===== src/rtl/axi4_lite_reg_bank.sv =====
// AXI4-Lite slave register bank.
// NUM_REGS word registers with byte-strobed writes and single-beat reads.
// The write and read channels run as two independent FSMs. Accesses whose
// word index falls outside the bank complete normally with an SLVERR response.
// All register contents are also exported flat on regs_o for control logic.
module axi4_lite_reg_bank #(
    parameter int DATA_BYTES = 4,
    parameter int ADDR_BYTES = 1,
    parameter int NUM_REGS   = 16
) (
    input  logic                               aclk,
    input  logic                               areset,
    // write address channel
    input  logic                               awvalid,
    output logic                               awready,
    input  logic [ADDR_BYTES*8-1:0]            awaddr,
    input  logic [2:0]                         awprot,
    // write data channel
    input  logic                               wvalid,
    output logic                               wready,
    input  logic [DATA_BYTES*8-1:0]            wdata,
    input  logic [DATA_BYTES-1:0]              wstrb,
    // write response channel
    output logic                               bvalid,
    input  logic                               bready,
    output logic [1:0]                         bresp,
    // read address channel
    input  logic                               arvalid,
    output logic                               arready,
    input  logic [ADDR_BYTES*8-1:0]            araddr,
    input  logic [2:0]                         arprot,
    // read data channel
    output logic                               rvalid,
    input  logic                               rready,
    output logic [DATA_BYTES*8-1:0]            rdata,
    output logic [1:0]                         rresp,
    // flattened register contents, reg i at [i*W +: W]
    output logic [NUM_REGS*DATA_BYTES*8-1:0]   regs_o
);

    localparam int W   = DATA_BYTES * 8;            // register width in bits
    localparam int AW  = ADDR_BYTES * 8;            // address width in bits
    localparam int OFF = $clog2(DATA_BYTES);        // byte-offset bits, ignored
    localparam int IW  = AW - OFF;                  // word-index width
    localparam int RIW = (NUM_REGS > 1) ? $clog2(NUM_REGS) : 1;

    localparam logic [1:0] RESP_OKAY   = 2'b00;
    localparam logic [1:0] RESP_SLVERR = 2'b10;

    typedef enum logic [1:0] {
        W_IDLE,
        W_HAVE_ADDR,
        W_HAVE_DATA,
        W_RESP
    } wr_state_t;

    typedef enum logic {
        R_IDLE,
        R_DATA
    } rd_state_t;

    // register storage
    logic [W-1:0]           r_regs [NUM_REGS];

    // write channel state
    wr_state_t              r_wr_state;
    wr_state_t              w_wr_next;
    logic [AW-1:0]          r_awaddr;
    logic [W-1:0]           r_wdata;
    logic [DATA_BYTES-1:0]  r_wstrb;
    logic [1:0]             r_bresp;

    // read channel state
    rd_state_t              r_rd_state;
    rd_state_t              w_rd_next;
    logic [W-1:0]           r_rdata;
    logic [1:0]             r_rresp;

    // handshakes
    logic                   w_aw_hs;
    logic                   w_w_hs;
    logic                   w_b_hs;
    logic                   w_ar_hs;
    logic                   w_r_hs;

    // commit path: address/data come either from the bus or from the
    // holding registers, depending on which half arrived first
    logic                   w_commit;
    logic [AW-1:0]          w_cm_addr;
    logic [W-1:0]           w_cm_data;
    logic [DATA_BYTES-1:0]  w_cm_strb;
    logic [IW-1:0]          w_cm_idx;
    logic [RIW-1:0]         w_cm_ridx;
    logic                   w_cm_in_range;

    // read address decode
    logic [IW-1:0]          w_ar_idx;
    logic [RIW-1:0]         w_ar_ridx;
    logic                   w_ar_in_range;

    // protection bits and byte-offset bits carry no meaning for this bank
    logic                   w_unused;
    assign w_unused = ^{awprot, arprot, w_cm_addr[OFF-1:0], araddr[OFF-1:0]};

    //------------------------------------------------------------------
    // Channel outputs decoded straight from FSM state
    //------------------------------------------------------------------
    assign awready = (r_wr_state == W_IDLE) || (r_wr_state == W_HAVE_DATA);
    assign wready  = (r_wr_state == W_IDLE) || (r_wr_state == W_HAVE_ADDR);
    assign bvalid  = (r_wr_state == W_RESP);
    assign bresp   = r_bresp;

    assign arready = (r_rd_state == R_IDLE);
    assign rvalid  = (r_rd_state == R_DATA);
    assign rdata   = r_rdata;
    assign rresp   = r_rresp;

    assign w_aw_hs = awvalid & awready;
    assign w_w_hs  = wvalid  & wready;
    assign w_b_hs  = bvalid  & bready;
    assign w_ar_hs = arvalid & arready;
    assign w_r_hs  = rvalid  & rready;

    //------------------------------------------------------------------
    // Address decode for write commit and read request
    //------------------------------------------------------------------
    assign w_cm_addr     = (r_wr_state == W_HAVE_ADDR) ? r_awaddr : awaddr;
    assign w_cm_data     = (r_wr_state == W_HAVE_DATA) ? r_wdata  : wdata;
    assign w_cm_strb     = (r_wr_state == W_HAVE_DATA) ? r_wstrb  : wstrb;
    assign w_cm_idx      = w_cm_addr[AW-1:OFF];
    assign w_cm_ridx     = w_cm_idx[RIW-1:0];
    assign w_cm_in_range = (32'(w_cm_idx) < NUM_REGS);

    assign w_ar_idx      = araddr[AW-1:OFF];
    assign w_ar_ridx     = w_ar_idx[RIW-1:0];
    assign w_ar_in_range = (32'(w_ar_idx) < NUM_REGS);

    //------------------------------------------------------------------
    // Write FSM next-state and commit strobe
    //------------------------------------------------------------------
    // NOTE: every output of a combinational block gets a default first, so
    // no path through the case leaves it unassigned and infers a latch.
    always_comb begin
        w_wr_next = r_wr_state;
        w_commit  = 1'b0;
        case (r_wr_state)
            W_IDLE: begin
                if (w_aw_hs && w_w_hs) begin
                    w_commit  = 1'b1;
                    w_wr_next = W_RESP;
                end else if (w_aw_hs) begin
                    w_wr_next = W_HAVE_ADDR;
                end else if (w_w_hs) begin
                    w_wr_next = W_HAVE_DATA;
                end
            end
            W_HAVE_ADDR: begin
                if (w_w_hs) begin
                    w_commit  = 1'b1;
                    w_wr_next = W_RESP;
                end
            end
            W_HAVE_DATA: begin
                if (w_aw_hs) begin
                    w_commit  = 1'b1;
                    w_wr_next = W_RESP;
                end
            end
            W_RESP: begin
                if (w_b_hs) begin
                    w_wr_next = W_IDLE;
                end
            end
            default: w_wr_next = W_IDLE;
        endcase
    end

    //------------------------------------------------------------------
    // Write FSM state, holding registers and response code
    //------------------------------------------------------------------
    // NOTE: sequential state is updated only with non-blocking assignments so
    // every flop samples the pre-edge value of every other flop.
    always_ff @(posedge aclk) begin
        if (areset) begin
            r_wr_state <= W_IDLE;
            r_awaddr   <= '0;
            r_wdata    <= '0;
            r_wstrb    <= '0;
            r_bresp    <= RESP_OKAY;
        end else begin
            r_wr_state <= w_wr_next;
            if (w_aw_hs) begin
                r_awaddr <= awaddr;
            end
            if (w_w_hs) begin
                r_wdata <= wdata;
                r_wstrb <= wstrb;
            end
            if (w_commit) begin
                r_bresp <= w_cm_in_range ? RESP_OKAY : RESP_SLVERR;
            end
        end
    end

    //------------------------------------------------------------------
    // Register array: byte-strobed update on commit
    //------------------------------------------------------------------
    // NOTE: the bank is built from flops, not RAM, and must read back zero
    // after reset, so every entry is cleared in the reset branch.
    always_ff @(posedge aclk) begin
        if (areset) begin
            for (int i = 0; i < NUM_REGS; i++) begin
                r_regs[i] <= '0;
            end
        end else if (w_commit && w_cm_in_range) begin
            for (int b = 0; b < DATA_BYTES; b++) begin
                if (w_cm_strb[b]) begin
                    r_regs[w_cm_ridx][b*8 +: 8] <= w_cm_data[b*8 +: 8];
                end
            end
        end
    end

    //------------------------------------------------------------------
    // Read FSM next-state
    //------------------------------------------------------------------
    always_comb begin
        w_rd_next = r_rd_state;
        case (r_rd_state)
            R_IDLE:  if (w_ar_hs) w_rd_next = R_DATA;
            R_DATA:  if (w_r_hs)  w_rd_next = R_IDLE;
            default: w_rd_next = R_IDLE;
        endcase
    end

    //------------------------------------------------------------------
    // Read FSM state and captured read data; a read coinciding with a
    // write commit sees the pre-write register value
    //------------------------------------------------------------------
    always_ff @(posedge aclk) begin
        if (areset) begin
            r_rd_state <= R_IDLE;
            r_rdata    <= '0;
            r_rresp    <= RESP_OKAY;
        end else begin
            r_rd_state <= w_rd_next;
            if (w_ar_hs) begin
                r_rdata <= w_ar_in_range ? r_regs[w_ar_ridx] : '0;
                r_rresp <= w_ar_in_range ? RESP_OKAY : RESP_SLVERR;
            end
        end
    end

    //------------------------------------------------------------------
    // Flatten register contents for downstream control logic
    //------------------------------------------------------------------
    always_comb begin
        regs_o = '0;
        for (int i = 0; i < NUM_REGS; i++) begin
            regs_o[i*W +: W] = r_regs[i];
        end
    end

endmodule

===== config.mk =====
export PLATFORM = sky130hd
export DESIGN_NAME = axi4_lite_reg_bank
export DESIGN_NICKNAME = d
export VERILOG_FILES = /design/src/rtl/axi4_lite_reg_bank.sv
export SDC_FILE = /design/constraint.sdc
export NUM_CORES = 1
export LEC_CHECK = 0
export BUFFER_PORTS_ARGS = -buffer_cell sky130_fd_sc_hd__buf_2
export CAP_MARGIN = 30
export CORE_MARGIN = 2
export CORE_UTILIZATION = 35
export DETAILED_ROUTE_END_ITERATION = 8
export HOLD_SLACK_MARGIN = 0.12
export PLACE_DENSITY = 0.56
export SKIP_LAST_GASP = 1
export SYNTH_ARGS = -nofsm -noshare
export SYNTH_HDL_FRONTEND = slang
export SYNTH_SLANG_ARGS = --single-unit

===== constraint.sdc =====
create_clock -name aclk -period 9.01 [get_ports aclk]
set_input_delay 0.901 -clock aclk [delete_from_list [all_inputs] [get_ports aclk]]
set_output_delay 0.901 -clock aclk [all_outputs]
set_load 0.03 [all_outputs]

* Word-level counts from Yosys, hierarchy flattened *
Memory sizes are Yosys's and may differ from the RTL's.
Cells that the tools add are included.

storage, ports and cells
  memories kept = 1
  bits in latches = 0
  flip-flop bits (word level) = 83
  input bits = 65
  ROM bits = 0
  bits in writable memories = 512
  word-level logic and storage cells = 72
  output and inout bits = 553

memory list
  memory  words  bits a word  read ports  clocked after memory_dff  write ports  line  text
  r_regs  16     32           17          0                         16           63    logic [W-1:0] r_regs [NUM_REGS];

cells by class
  shift operators = 0
  magnitude comparators = 2
  $add $sub $neg = 0
  bitwise gates (word level) = 6
  reduce and logical (&&, ||, !) cells = 7
  eq/ne operators = 7
  multiply operators = 0
  divide/modulo/power cells = 0
  mux-type cells = 41

operators with widths
  kind                                                 count
  2-to-1 mux 32 bit                                    3
  OR reduction 32 bit                                  1
  2-to-1 mux 1 bit                                     23
  2-to-1 mux 2 bit                                     8
  < comparator 6 x 5 -> 1 bit (second input constant)  2
  2-to-1 mux 4 bit                                     3
  2-to-1 mux 8 bit                                     1
  case mux 2 bit (4 select lines)                      1
  bitwise AND 1 bit                                    5
  == test 2 bit (second input constant)                2
  != test 2 bit (second input constant)                2
  != test 4 x 3 -> 1 bit (second input constant)       1
  AND reduction 4 bit                                  1
  case mux 1 bit (3 select lines)                      1
  == test 2 x 1 -> 1 bit (second input constant)       1
  logical AND 1 bit                                    2
  zero test 2 bit                                      1
  logical OR 1 bit                                     2
  != test 2 x 1 -> 1 bit (second input constant)       1
  case mux 1 bit (2 select lines)                      1
  inverter 1 bit                                       1

* Longest topological paths before layout *
Gate-level depths: netlist of the first run.

  word-level depth = 12
  depth in mapped cells = 9
  mapped depth without buffers = 6

* Worst setup path after synthesis of the first run *
No wires, ideal clock.

  path kind = input -> register
  from = in awaddr[7]
  to = mem r_regs[0][0] in the netlist's numbering (enable)
  path buffers = 2
  data arrival time = 2.731 ns
  required time = 8.623 ns
  stages on the path = 6
  setup time = 0.387 ns
  slack = 5.893 ns
  cell sequence = or3_1 a21oi_2 nand3_2 buf_2 buf_1 o31ai_1

RTL lines
  element             line  text
  start: declaration  16    input logic [ADDR_BYTES*8-1:0] awaddr,
  end: declaration    63

==> flow_metrics.tcl, run 1 <==
set metrics [dict create \
    tightest_slew_ns 0.965 \
    routedWlPerCell_um 29.0 \
    cts_max_path_buffers 3 \
    crit_path_max_fanout 90 \
    total_power_mw 7.85 \
    synthFlopType "edfxtp_1" \
    stdcell_count 3620 \
    initial_core_util_pct 35.3 \
    placed_area_mm2 0.0311 \
    drv_cap 0 \
    async_flop_share_pct 0 \
    die_x_um 280 \
    peakVddDrop_v 0.000278 \
    synth_warnings 0 \
    cts_resized 0 \
    fin_nets 2656 \
    yosysSeqAreaShare_pct 63.4 \
    routed_wl_um 105000 \
    slew_violations 0 \
    p_leak_nw 12.7 \
    yosysUniqueCellTypes 47 \
    relSlewSlack_pct 35.6 \
    clkTransAtPathRegs_ns 0.06 \
    num_rows 101 \
    grt_max_degree 134 \
    h-tree-depth 3 \
    synth-edff-count 512 \
    status "completed" \
    grt.total_usage_pct 25.9 \
    coreArea_mm2 0.0758 \
    synthCells 2014 \
    clock_skew_ns 0.0159 \
    reg2reg_slack_ns 4.39 \
    gr-usage-met3_pct 5.53 \
    gp_congestion 0.860 \
    crit_type "reg2reg" \
    die-area_mm2 0.0786 \
    fin_area_mm2 0.0334 \
    holdWs_ns 0.454 \
    clk_latency_ns 0.61 \
    synth_area_mm2 0.0267 \
    numCtsBuffers 68 \
    first_iter_violations 2096 \
    drc_errors 0 \
    hold_viol 0 \
    cts_root_buf "clkbuf_16" \
    setup_viol 0 \
    drt_first_pass_iters 7 \
    io_pins 618 \
    cts.sinks 591 \
    drive_above_1_share_pct 36.3 \
    hold_path.class "reg2reg" \
    grt_pass1_vias 20600 \
    tns_ns 0 \
    syn_avg_cell_area_um2 13.3 \
    period_needed_ns 4.62 \
    port_buffers 605 \
    worst_slack_ns 4.39 \
    cts_hold_buf 0 \
    fin_util_pct 44.0 \
    required_ns 9.32 \
    busiest_layer "met2" \
    ys_ff_latch 591 \
    dp.cells 3489 \
    use_met1_pct 33.7 \
    end_kind "flop" \
    ant_nets 0 \
    grt_overflow 0 \
    use_met2_pct 42.9 \
    grt_pass1_wl_um 148000 \
    dp_hpwl_um 74900 \
    post-cts-setup-buffers 0 \
    vias 21200 \
    power_density_mw_per_mm2 235 \
    critPathLaunchType "flop" \
    antenna_found_initial 10 \
    rsz0062_at_grt "no" \
    fin_crit_sh_pct 51.2 \
    clock.fmax_mhz 217 \
    cts_tree "built" \
    pre_cts_ws_ns 4.46 \
    die_y_um 280 \
    area_delta_synth_final_pct 24.9 \
    cp.arrival_ns 4.93 \
    viasPerCell 5.87 \
]
## logic make-up (layout without fill, tap and decap cells)
kind of cell               after synthesis  in the layout  share of synthesized area [%]
adders and majority gates                5              5                          0.234
and+or+nand+nor                        730            730                           14.0
AOI/OAI and AO/OA                      227            227                           5.58
buffers and inverters                  227            852                           3.58
muxes                                  233            233                           13.2
other                                    1              4                         0.0140
DFF                                    591            591                           63.4
## synthesized netlist by cell type (all sizes together) (5+ instances only)
master | number | area share (%)
edfxtp | 512 | 57
nor4 | 256 | 6.0
nor2 | 198 | 2.8
clkbuf | 139 | 2.0
mux2i | 133 | 5.0
nand2 | 117 | 1.6
mux4 | 96 | 8.1
buf | 82 | 1.5
dfxtp | 79 | 5.9
o21ai | 71 | 1.3
nor3 | 68 | 1.3
a21oi | 46 | 0.87
nand2b | 33 | 0.77
a22oi | 32 | 0.90
a32oi | 32 | 1.0
nand4 | 29 | 0.68
a221oi | 24 | 0.79
o31ai | 12 | 0.34
and2 | 6 | 0.14
inv | 6 | 0.084
nand3b | 6 | 0.17
ha | 5 | 0.23
## path summary, 6_finish.rpt
kind | startpoint | to | cells after the start
max | r_wr_state[1] | r_regs[4][23] | 9
min | r_wdata[31] | r_wdata[31] | 2
max reg2reg | r_wr_state[1] | r_regs[4][23] | 9
min reg2reg | r_wdata[31] | r_wdata[31] | 2
## critical path, stage by stage, from the launching register on
cell and delay (ns):
dfxtp_1 0.33, inv_1 0.14, ha_1 0.66, or3b_1 0.45
a21oi_2 0.13, buf_4 0.32, nand3_4 0.52, buf_4 0.60
o31ai_1 0.77, buf_4 0.26
## power by group
| part | total, mW | leakage, nW | internal (mW) | switching, mW |
|---|---|---|---|---|
| clock | 2.78 | 1.08 | 1.60 | 1.18 |
| sequential | 3.19 | 5.93 | 3.10 | 0.0898 |
| combinational | 1.89 | 5.71 | 0.473 | 1.41 |
| total | 7.85 | 12.7 | 5.17 | 2.69 |
## final cells by class
type / instances / area [um2]
Inverter: 6 / 22.5
Antenna cell: 2 / 5.00
Multi-Input combinational cell: 1197 / 8960
Tap cell: 978 / 1220
Clock inverter: 36 / 359
Fill cell: 7041 / 42400
Timing Repair Buffer: 722 / 4010
Sequential cell: 591 / 17000
Clock buffer: 88 / 1860
## state kept, by name, summed over array words and instances (netlist names)
| name | count |
|---|---|
| rvalid | 1 |
| bresp | 1 |
| r_wdata | 32 |
| r_awaddr | 6 |
| rdata | 32 |
| r_regs | 512 |
| rresp | 1 |
| r_wr_state | 2 |
| r_wstrb | 4 |
## metal layers
metal,vias up,wire (um)
li1,9124,-
met1,10800,41900
met2,1092,51300
met3,203,8370
met4,16,3510
met5,-,96
## cells in the final DEF (no fill, tap or decap), drive strengths merged, types with 5 or more instances in the layout
cell    Yosys  layout
nor2      198     198
a21oi      46      46
nand4      29      29
o21ai      71      71
dfxtp      79      79
a32oi      32      32
a221oi     24      24
and2        6       6
mux2i     133     133
ha          5       5
inv         6      12
nand2     117     117
buf        82     720
o31ai      12      12
clkinv      0      23
a22oi      32      32
edfxtp    512     512
nor3       68      68
nand2b     33      33
nor4      256     256
clkbuf    139      90
nand3b      6       6
mux4       96      96
Power figures use the tool's default switching activity.
==> run 2, diff against run 1 <==
Clock period 9.01 ns to 4.5 ns, I/O delays scaled along.
==> run 2 against run 1 <==
Against the previous run: maximum frequency is 20% higher; die area stayed put; first-iteration DRC count is 3.9% higher; count of clock-buffer cells in the layout is 1 lower; design area is 1.6% higher; critical endpoint is now r_regs[10][18]; critical path type unchanged; clock skew is 0.0076 ns higher; setup slack worse by 3.7 ns; largest power group unchanged; global-route usage is 0.37 points higher; cell count is 1.6% higher.
==> flow_metrics.tcl, run 2 (synthesis gave the netlist of run 1 again) <==
set metrics [dict create \
    status "completed" \
    period_needed_ns 3.85 \
    pre_cts_ws_ns 0.670 \
    tightest_slew_ns 0.999 \
    fin_nets 2714 \
    drt_first_pass_iters 7 \
    fin_area_mm2 0.0339 \
    cp.arrival_ns 4.10 \
    num_rows 101 \
    top_register "r_regs" \
    rsz0062_at_grt "no" \
    initial_core_util_pct 35.3 \
    numCtsBuffers 68 \
    peakVddDrop_v 0.000303 \
    relSlewSlack_pct 32.9 \
    antenna_found_initial 8 \
    cts_root_buf "clkbuf_16" \
    placed_area_mm2 0.0312 \
    cts_tree "built" \
    cts_max_path_buffers 3 \
    dp_hpwl_um 76900 \
    end_kind "flop" \
    port_buffers 605 \
    final_cell_mix "605 x buf_2, 512 x edfxtp_1, 256 x nor4_1, 194 x nor2_1, 127 x mux2i_1" \
    die-area_mm2 0.0786 \
    holdWs_ns 0.150 \
    grt_overflow 0 \
    first_iter_violations 2177 \
    switching_share_pct 33.8 \
    area_delta_synth_final_pct 26.8 \
    pwr-share-comb_pct 24.2 \
    drive_above_1_share_pct 36.2 \
    die_x_um 280 \
    clock_skew_ns 0.0235 \
    switchingPower_mw 5.34 \
    routed_wl_um 107000 \
    vias 21600 \
    largest_reg_flops 512 \
    drv_cap 0 \
    io_pins 618 \
    gp_congestion 0.865 \
    cp_slowest_cell "nand2_1" \
    drc_errors 0 \
    fill_cells 6956 \
    slowest_delay_ns 0.63 \
    path_cells "inv_1 -> ha_1 -> or3b_1 -> a21oi_2 -> buf_4 -> nand4_1 -> nand2_1" \
    required_ns 4.75 \
    coreArea_mm2 0.0758 \
    worst_slack_ns 0.649 \
    hold_path.class "in2reg" \
    routedWlPerCell_um 29.1 \
    grt_pass1_vias 20700 \
    cts.sinks 591 \
    ant_nets 0 \
    fin_crit_sh_pct 85.6 \
    hold_viol 0 \
    slew_violations 0 \
    grt_pass1_wl_um 150000 \
    clock.fmax_mhz 260 \
    p_int_mw 10.5 \
    p_leak_nw 13.0 \
    clkPwrFrac_pct 35.4 \
    critPathLaunchType "flop" \
    multi_input_area_mm2 0.00896 \
    h-tree-depth 3 \
    viasPerCell 5.87 \
    seqPwrFrac_pct 40.4 \
    final_common_cell "buf_2" \
    grt.total_usage_pct 26.3 \
    crit_path_max_fanout 20 \
    clk_latency_ns 0.61 \
    grt_max_degree 83 \
    die_y_um 280 \
    setup_viol 0 \
    tns_ns 0 \
    power_density_mw_per_mm2 466 \
    crit_type "reg2reg" \
    seq_area_mm2 0.0170 \
    clkTransAtPathRegs_ns 0.06 \
]
run 2: cell count changes in the layout (fill, tap and decap cells not counted), moves of 2 or more:
cell	change
buf_8	-3
buf_2	-16
clkinv_8	+3
clkinv_2	+3
bufinv_16	+2
buf_4	+38
buf_16	-5
dlygate4sd3_1	+42
buf_12	+3
inv_16	-3
clkbuf_4	-2
clkbuf_1	-2
run 2: power groups by stage:
stage | Clock (mW) | Sequential [mW] | Combinational (mW)
finish | 5.60 | 6.39 | 3.83
global route | 5.89 | 6.41 | 4.04
CTS | 5.67 | 6.38 | 3.81
detailed placement | 0 | 6.50 | 3.77
global placement | 0 | 6.49 | 3.68
floorplan | 0 | 6.81 | 1.91
run 2: what timing repair did:
action / in CTS / in global routing
endpoints found under the hold margin: 42 / 0
gates resized for setup: 0 / 0
hold buffers: 42 / 0
buffers inserted: 0 / 0
run 2: routing by layer:
layer	vias to the layer above	part of all wire [%]	GRT usage, %
met5	-	0.056	0
li1	9223	-	-
met4	10	2.8	8.05
met2	1111	49	43.6
met1	11100	41	34.8
met3	170	7.8	5.17
run 2: layout make-up:
type / count / area share (%)
Multi-Input combinational cell: 1197 / 26.4
Clock inverter: 38 / 1.12
Tap cell: 978 / 3.61
Inverter: 6 / 0.0664
Clock buffer: 87 / 5.50
Sequential cell: 591 / 50.0
Timing Repair Buffer: 780 / 13.3
Antenna cell: 2 / 0.0148
run 2: worst paths after layout:
path | from | endpoint | slack [ns] | cells after the start
worst max-delay path | r_wr_state[1] | r_regs[10][18] | 0.65 | 7
worst min-delay path | wdata[10] | r_wdata[10] | 0.15 | 3
worst max register to register | r_wr_state[1] | r_regs[10][18] | 0.65 | 7
worst min register to register | r_wdata[15] | r_wdata[15] | 0.45 | 2
run 2: critical path: cells and delay by family, from the launching register on:
kind,cells,cell delay [ns]
AND/OR/NAND/NOR,3,1.63
flip-flops,1,0.33
AO/OA/AOI/OAI,1,0.48
adder cells (fa/ha/maj),1,0.62
buffers and inverters,2,0.42
run 2: metrics by stage:
stage	utilization (%)	power, mW	instances
2_1_floorplan	-	8.72	2015
3_3_place_gp	41.1	10.2	3504
3_5_place_dp	41.2	10.3	3509
4_1_cts	44.7	15.9	3676
5_1_grt	44.7	16.3	3678
6_report	44.7	15.8	3679
==> run 3, diff against run 2 <==
Settings changed: CORE_AREA from default to 2 2 242 244, CORE_MARGIN 2 to default, CORE_UTILIZATION 35 to default, DIE_AREA from default to 0 0 244 246, PLACE_DENSITY 0.56 to 0.71.
==> run 3 against run 2 <==
Against the previous run: count of clock-buffer cells in the layout grew 3; sequential cell count is the same; setup slack lost 0.0052 ns; sequential power is essentially flat; hold slack gained 0.0088 ns; largest power group unchanged.
==> flow_metrics.tcl, run 3 (synthesis gave the netlist of run 1 again) <==
set metrics [dict create \
    fin_crit_sh_pct 85.7 \
    cts_max_path_buffers 3 \
    final_common_cell "buf_2" \
    worst_slack_ns 0.644 \
    grt_pass1_vias 20800 \
    post-cts-setup-buffers 0 \
    die_y_um 246 \
    area_delta_synth_final_pct 24.9 \
    fin_nets 2698 \
    use_met1_pct 43.6 \
    drc_errors 0 \
    peakVddDrop_v 0.000457 \
    tightest_slew_ns 1.05 \
    endpoint "r_regs[15][12]" \
    clkTransAtPathRegs_ns 0.06 \
    cts.sinks 591 \
    clk_latency_ns 0.61 \
    routedWlPerCell_um 28.7 \
    placed_area_mm2 0.0310 \
    top_register "r_regs" \
    power_density_mw_per_mm2 455 \
    critPathLaunchType "flop" \
    ant_nets 0 \
    busiest_layer "met2" \
    period_needed_ns 3.86 \
    io_pins 618 \
    initial_core_util_pct 46.6 \
    rsz0062_at_grt "no" \
    hold_start "arvalid" \
    hold_viol 0 \
    antenna_found_initial 3 \
    hold_path.class "in2reg" \
    cp.arrival_ns 4.10 \
    fin_util_pct 58.3 \
    final_cell_mix "603 x buf_2, 512 x edfxtp_1, 256 x nor4_1, 194 x nor2_1, 129 x mux2i_1" \
    numCtsBuffers 59 \
    required_ns 4.75 \
    grt.total_usage_pct 31.9 \
    gp_congestion 0.991 \
    clock_skew_ns 0.0131 \
    holdWs_ns 0.158 \
    routed_wl_um 98900 \
    drv_cap 0 \
    p_leak_nw 12.8 \
    slew_violations 0 \
    cts_tree "built" \
    grt_pass1_wl_um 141000 \
    cp-startpoint "r_wr_state[1]" \
    vias 22000 \
    r2r_cells 6 \
    use_met2_pct 52.5 \
    end_kind "flop" \
    fin_area_mm2 0.0334 \
    drive_above_1_share_pct 35.6 \
    timing.rr.start "r_wr_state[1]" \
    clock.fmax_mhz 259 \
    num_rows 88 \
    crit_path_max_fanout 20 \
    viasPerCell 6.40 \
    die_x_um 244 \
    gr-usage-met3_pct 4.98 \
    first_iter_violations 2948 \
    grt_max_degree 134 \
    grt_overflow 0 \
    status "completed" \
    coreArea_mm2 0.0574 \
    crit_type "reg2reg" \
    cts_root_buf "clkbuf_16" \
    drt_first_pass_iters 5 \
    port_buffers 605 \
    r2r_end "r_regs[15][12]" \
    relSlewSlack_pct 30.2 \
    dp_hpwl_um 70900 \
    h-tree-depth 2 \
    pre_cts_ws_ns 0.741 \
    die-area_mm2 0.0600 \
    largest_reg_flops 512 \
    setup_viol 0 \
    tns_ns 0 \
    reg2reg_slack_ns 0.64 \
]
-- run 3: repair_timing --
item / 4_1_cts / 5_1_grt
hold buffers: 43 / 0
hold endpoints to repair: 43 / 0
gates resized for setup: 0 / 0
-- run 3: layout make-up --
type | instances | area (um2)
Antenna cell | 1 | 2.50
Timing Repair Buffer | 773 | 4570
Sequential cell | 591 | 17000
Tap cell | 765 | 957
Clock buffer | 90 | 1730
Clock inverter | 21 | 233
Fill cell | 4544 | 23900
Multi-Input combinational cell | 1197 | 8950
Inverter | 6 | 23.8
-- run 3: report_power, final --
part           switching, mW  leakage, nW  internal (mW)
clock network           2.10        0.967           2.92
logic                   2.78         5.94           1.01
registers              0.192         5.93           6.20
-- run 3: layer usage --
| metal | vias to the layer above | share of wire [%] |
|---|---|---|
| met5 | - | 0.013 |
| met4 | 2 | 4.2 |
| met3 | 277 | 10 |
| met2 | 1638 | 48 |
| met1 | 10900 | 37 |
| li1 | 9174 | - |
-- run 3: stage by stage --
stage          cells  power, mW
3_5_place_dp    3289       10.2
4_1_cts         3443       15.2
3_3_place_gp    3277       10.0
5_1_grt         3443       15.6
2_1_floorplan   2015       8.72
6_report        3444       15.2
-- run 3: worst min path at each step --
stage	end	slack, ns	cells past startpoint
floorplan	r_awaddr[7]	0.43	2
global placement	r_wdata[23]	0.44	2
detailed placement	r_wdata[7]	0.45	2
CTS	rvalid	0.14	3
global route	rvalid	0.16	3
finish	rvalid	0.16	3
-- run 3: critical path, cell delays in order, from the launching register on --
cell,delay (ns)
dfxtp_1,0.33
inv_1,0.14
ha_1,0.64
nand3_1,0.61
a221oi_1,0.48
nand4_1,0.63
nand2_1,0.66
